$ cat config.mk
export PLATFORM = sky130hd
export DESIGN_NAME = pc_sequencer
export DESIGN_NICKNAME = d
export VERILOG_FILES = /design/src/rtl/pc_sequencer.sv
export SDC_FILE = /design/constraint.sdc
export NUM_CORES = 1
export LEC_CHECK = 0
export CORE_MARGIN = 2
export CORE_UTILIZATION = 37
export DETAILED_ROUTE_END_ITERATION = 6
export PLACE_DENSITY = 0.77
export SLEW_MARGIN = 25
export SYNTH_ARGS = -nofsm -noshare
export SYNTH_HDL_FRONTEND = slang
export SYNTH_SLANG_ARGS = --single-unit
$ cat constraint.sdc
create_clock -name clk -period 1.97 [get_ports clk]
set_input_delay 0.394 -clock clk [delete_from_list [all_inputs] [get_ports clk]]
set_output_delay 0.394 -clock clk [all_outputs]
set_load 0.01 [all_outputs]
$ cat src/rtl/pc_sequencer.sv
// Fetch-stage PC sequencer: owns the PC register and steers the external 2:1
// PC select mux through sequential fetch, stalls, branch redirects and halt.
module pc_sequencer #(
  parameter int                  PC_WIDTH     = 64,
  parameter logic [PC_WIDTH-1:0] RESET_PC     = {PC_WIDTH{1'b0}},
  parameter int                  INSTR_BYTES  = 4,
  parameter int                  FLUSH_CYCLES = 2
) (
  input  logic                clk,
  input  logic                reset,
  input  logic                stall,
  input  logic                branch_taken,
  input  logic [PC_WIDTH-1:0] branch_target,
  input  logic                halt_req,
  input  logic [PC_WIDTH-1:0] pc_next,
  output logic [PC_WIDTH-1:0] pc,
  output logic [PC_WIDTH-1:0] pc_seq,
  output logic [PC_WIDTH-1:0] pc_redirect,
  output logic                pc_sel,
  output logic                fetch_valid,
  output logic                flush,
  output logic                misalign_err,
  output logic                halted
);

  typedef enum logic [1:0] {
    ST_RUN    = 2'd0,
    ST_PEND   = 2'd1,
    ST_FLUSH  = 2'd2,
    ST_HALTED = 2'd3
  } state_t;

  localparam logic [2:0]          FLUSH_INIT = 3'(FLUSH_CYCLES);
  localparam logic [PC_WIDTH-1:0] INCR       = PC_WIDTH'(INSTR_BYTES);

  state_t              state_r, state_nxt_s;
  logic [PC_WIDTH-1:0] pc_r;
  logic [PC_WIDTH-1:0] pend_r, pend_nxt_s;
  logic [2:0]          flush_cnt_r, flush_cnt_nxt_s;
  logic                pc_en_s;
  logic                pc_sel_s;
  logic                misalign_s;
  logic                fetch_valid_r;
  logic                flush_r;
  logic                misalign_r;
  logic                halted_r;

  function automatic logic is_misaligned(input logic [PC_WIDTH-1:0] addr);
    return (addr[1:0] != 2'b00);
  endfunction

  function automatic logic [PC_WIDTH-1:0] align_addr(input logic [PC_WIDTH-1:0] addr);
    return {addr[PC_WIDTH-1:2], 2'b00};
  endfunction

  // Next-state, mux select and PC enable decode.
  always_comb begin
    state_nxt_s     = state_r;
    pend_nxt_s      = pend_r;
    flush_cnt_nxt_s = flush_cnt_r;
    pc_en_s         = 1'b0;
    pc_sel_s        = 1'b0;
    misalign_s      = 1'b0;
    case (state_r)
      ST_RUN: begin
        if (branch_taken) begin
          misalign_s = is_misaligned(branch_target);
          if (!stall) begin
            pc_sel_s        = 1'b1;
            pc_en_s         = 1'b1;
            state_nxt_s     = ST_FLUSH;
            flush_cnt_nxt_s = FLUSH_INIT;
          end else begin
            pend_nxt_s  = align_addr(branch_target);
            state_nxt_s = ST_PEND;
          end
        end else if (halt_req) begin
          // A stalled halt is dropped; decode presents it again after the stall.
          if (!stall) begin
            state_nxt_s = ST_HALTED;
          end else begin
            state_nxt_s = ST_RUN;
          end
        end else if (stall) begin
          pc_en_s = 1'b0;
        end else begin
          pc_en_s = 1'b1;
        end
      end
      ST_PEND: begin
        if (!stall) begin
          pc_sel_s        = 1'b1;
          pc_en_s         = 1'b1;
          state_nxt_s     = ST_FLUSH;
          flush_cnt_nxt_s = FLUSH_INIT;
        end else begin
          state_nxt_s = ST_PEND;
        end
      end
      ST_FLUSH: begin
        pc_en_s = 1'b1;
        if (flush_cnt_r <= 3'd1) begin
          flush_cnt_nxt_s = 3'd0;
          state_nxt_s     = ST_RUN;
        end else begin
          flush_cnt_nxt_s = flush_cnt_r - 3'd1;
        end
      end
      ST_HALTED: begin
        state_nxt_s = ST_HALTED;
      end
      default: begin
        state_nxt_s = ST_RUN;
      end
    endcase
  end

  // State, PC and registered status outputs.
  always_ff @(posedge clk) begin
    if (reset) begin
      state_r       <= ST_RUN;
      pc_r          <= RESET_PC;
      pend_r        <= {PC_WIDTH{1'b0}};
      flush_cnt_r   <= 3'd0;
      fetch_valid_r <= 1'b0;
      flush_r       <= 1'b0;
      misalign_r    <= 1'b0;
      halted_r      <= 1'b0;
    end else begin
      state_r       <= state_nxt_s;
      pend_r        <= pend_nxt_s;
      flush_cnt_r   <= flush_cnt_nxt_s;
      if (pc_en_s) begin
        pc_r <= pc_next;
      end else begin
        pc_r <= pc_r;
      end
      fetch_valid_r <= (state_nxt_s == ST_RUN) || (state_nxt_s == ST_FLUSH);
      flush_r       <= (state_nxt_s == ST_FLUSH);
      misalign_r    <= misalign_s;
      halted_r      <= (state_nxt_s == ST_HALTED);
    end
  end

  assign pc           = pc_r;
  assign pc_seq       = pc_r + INCR;
  assign pc_redirect  = (state_r == ST_PEND) ? pend_r : align_addr(branch_target);
  assign pc_sel       = pc_sel_s;
  assign fetch_valid  = fetch_valid_r;
  assign flush        = flush_r;
  assign misalign_err = misalign_r;
  assign halted       = halted_r;

endmodule

# Word-level counts from Yosys, hierarchy flattened
# Cells that the tools add are included.
[word_totals] reg_bits=135 input_bits=133 output_inout_bits=197 elab_cells=44
[op_classes] n_addsub=2 n_lt_le_gt_ge=1 n_eq_ne=6 mux=17 bitwise=2 n_reduce_logical=8
[op_table] operator="64-bit by 3-bit adder with 64-bit output, second input constant" n=1
[op_table] operator="64-bit 2-to-1 mux" n=1
[op_table] operator="2-bit 2-to-1 mux" n=5
[op_table] operator="3-bit 2-to-1 mux" n=3
[op_table] operator="3-bit one-hot mux with 3 select lines" n=1
[op_table] operator="2-bit equality test, second input constant" n=4
[op_table] operator="2-bit one-hot mux with 4 select lines" n=1
[op_table] operator="2-bit logical NOT" n=2
[op_table] operator="1-bit 2-to-1 mux" n=4
[op_table] operator="3-bit by 1-bit less-or-equal comparator with 1-bit output, second input constant" n=1
[op_table] operator="1-bit one-hot mux with 3 select lines" n=1
[op_table] operator="3-bit AND reduction" n=1
[op_table] operator="3-bit nonzero test" n=1
[op_table] operator="3-bit OR reduction" n=1
[op_table] operator="3-bit by 1-bit subtractor with 3-bit output, second input constant" n=1
[op_table] operator="2-bit by 1-bit equality test with 1-bit output, second input constant" n=1
[op_table] operator="2-bit != test, second input constant" n=1
[op_table] operator="1-bit inverter" n=2
[op_table] operator="1-bit one-hot mux with 2 select lines" n=1
[op_table] operator="2-bit AND reduction" n=1
[op_table] operator="2-bit nonzero test" n=1
[op_table] operator="1-bit logical OR" n=1

# Longest topological paths before layout
[logic_depth] word_depth=6 mapped_depth=8

# Worst setup path before layout
# Ideal clock, no wire load.
[synth_path] path_type="register -> output" start="reg pc_r[2] (netlist: pc[2])" end="out pc_seq[60]" t_arrival_ns=1.833 slack_ns=-0.257 stages_incl_launch_ff=8 n_path_buf=1 path_cell_list="dfxtp_1 -> ha_1 -> nand3_1 -> nor4_1 -> and4_1 -> buf_4 -> nand4_1 -> xnor2_1"
[synth_via] elab_chain_cells=1
[synth_lines] element="from (decl)" line="37" source="logic [PC_WIDTH-1:0] pc_r;"
[synth_lines] element="from (signal assigned)" line="134" source="pc_r <= pc_next;"
[synth_lines] element="from (signal assigned)" line="136" source="pc_r <= pc_r;"
[synth_lines] element="64-bit by 3-bit adder with 64-bit output" line="146" source="assign pc_seq = pc_r + INCR;"
[synth_lines] element="to (decl)" line="17" source="output logic [PC_WIDTH-1:0] pc_seq,"
# Every way passes these cells.

# Final worst setup path
[layout_path] start="reg pc_r[2] (netlist: pc[2])" end="out pc_seq[61]"
# The elaborated chain is that of the path after synthesis.

==> reports/results.tsv <==
metric	value	unit
Die Ht	141	µm
die area	19800	µm²
prevailing post-synth register cell	dfxtp_1	
RSZ-0062 raised after global routing	true	
DR WL/cell	17.8	µm
gr ovfl total	0	
Clock transition at path regs	0.06	ns
Die W	141	µm
CTS root buf	clkbuf_16	
CTS Sinks	135	
area growth from synthesis to layout	89.4	%
Worst VDD drop	0.562	mV
Avg Cell Area, Syn	7.85	µm²
Final Worst Setup Slack	-0.655	ns
CP max stage cell	dfxtp_4	
period utilization	1.33	
Hold WS	0.372	ns
worst setup path class	flip-flop to primary output	
final antenna-violating net count	0	
pwr dens	685	nW/µm²
Slowest Stage Delay on Critical Path	0.39	ns
Final nets	1480	
I/O pins	330	
synthesized cell area	6910	µm²
multi-input logic area	4660	µm²
flops & latches, synth	135	
failing checks	negative setup slack	
worst min-delay path class	primary input to flip-flop	
Worst EP arrival	2.23	ns
Clock Tree Buf Depth	2	
Yosys warning total	0	
DRC	0	
Post-DP HPWL	18.9	mm
Vias/cell	5.12	
final setup fails	119	
clock skew	0.00858	ns
Tot GR Track Use	0.269	
Core Util, Final	0.721	
register area share after synthesis	0.391	
worst-path fanout max	4	
max-slew violations	0	
Cells after Synth	880	
cell row count	49	
via count	8124	
Final Hold Vio Count	0	
Worst Path Buf+Inv	3	
startpoint types	flip-flop	
H-tree depth	4	
CP cell instances	nand4_4 > buf_6 > nor4_4 > nand3_2 > buf_6 > nor4_4 > xnor2_2 > buf_2	
Routability Congestion	0.851	
Iteration-0 DRC Markers	316	
asr flop ratio synth	0	
minimum clock period	2.62	ns
largest delay contributor family on the critical path	simple AND/OR/NAND/NOR gates	
number of global-route vias before repair	8239	
largest net degree at the start of global routing	63	
Pleak	5.85	nW
n_diodes	0	
port buffer count	327	
total wire length	28.2	mm
first-pass GRT wire length	42.5	mm
Worst Path Required	1.58	ns
Clock Latency Late Sink	0.42	ns
Synth cell types	45	
number of CTS-inserted buffers	17	
initial antenna violation count	0	
Core Region	18100	µm²
DRT Pass-1 Iters	5	
fmax	381	MHz
critical path endpoint category	primary output	
CTS tree	done	
commonest non-fill, non-tap cell in the layout	nand2_1	
layout cells sized above 1	0.371	
status	finished with violations	
hold_buf cts	0	
Initial Util	0.381	
register area	2750	µm²
fillcell total	1340	
max-cap viol count	0	
number of synthesized flops with an enable pin	0	
most frequent cells in the layout	nand2_1, clkdlybuf4s50_1, a21oi_1	
synthesized netlist by cell type, types with 3 or more instances:
library cell	number	area, µm²
a21oi_1	128	641
and2_1	3	18.8
and3_1	10	62.6
and4_1	7	61.3
buf_2	15	75.1
buf_4	6	45.0
clkbuf_1	34	128
dfxtp_1	135	2700
ha_1	3	37.5
inv_1	10	37.5
mux2_2	62	698
nand2_1	280	1050
nand2b_1	4	25.0
nand3_1	23	115
nand3_2	4	40.0
nand4_1	12	75.1
nand4_4	3	63.8
nor2_1	37	139
nor3_1	9	45.0
nor4_1	4	25.0
nor4_2	3	37.5
o21ai_0	4	20.0
xnor2_1	38	333
xor2_1	21	184
flip-flops by register name, summed over array words and instances (netlist names):
name          count
misalign_err      1
pend_r           62
flush             1
flush_cnt_r       3
state_r           2
halted            1
fetch_valid       1
pc               64
power breakdown:
part	switching, mW	internal, mW
Combinational	1.25	1.52
Sequential	0.148	2.94
Clock	1.33	1.76
Total	2.73	6.23
logic make-up after synthesis:
logic type / share of synthesized area
mux: 0.101
xor+xnor: 0.0772
flops: 0.391
fa+ha+maj: 0.00544
buf+inv: 0.0442
other cells: 0.000543
compound gates: 0.104
simple gates: 0.276
path summary, 6_finish.rpt:
kind	from	endpoint	slack [ns]	cells past startpoint
worst min register to register	pend_r[59]	pend_r[59]	0.45	2
worst max register to register	state_r[1]	pc[40]	0.27	6
worst max-delay path	pc[2]	pc_seq[61]	-0.65	8
worst min-delay path	reset	flush_cnt_r[1]	0.37	2
metrics by stage:
step	TNS [ns]	cell area, µm²	instances	setup WS [ns]	power (mW)
after floorplan	-0.0234	7070	881	-0.0232	4.16
after global placement	-23.83	11400	1503	-0.649	5.62
after detailed placement	-24.11	11400	1503	-0.623	5.66
after CTS	-39.84	12900	1588	-0.664	8.97
after global routing	-43.56	13100	1586	-0.751	9.32
final	-36.19	13100	1586	-0.655	8.96
repair_timing:
item,CTS,global route
gates cloned,9,0
gates resized for setup,682,101
pin swaps,46,29
endpoints found under the setup margin,124,120
buffers inserted,46,16
area by class of cell:
cell class,count,area share
Clock buffer,17,0.0325
Multi-Input combinational cell,678,0.356
Clock inverter,15,0.0109
Tap cell,229,0.0219
Inverter,10,0.00287
Timing Repair Buffer,502,0.366
Sequential cell,135,0.210
metal layers:
layer | part of all wire | global-route usage | vias to the layer above
li1 | - | - | 3868
met1 | 0.38 | 0.297 | 3875
met2 | 0.52 | 0.489 | 326
met3 | 0.078 | 0.0781 | 55
met4 | 0.028 | 0.0995 | 0
met5 | 0 | 0 | -
Note: power is estimated with default switching activity, not from simulation.
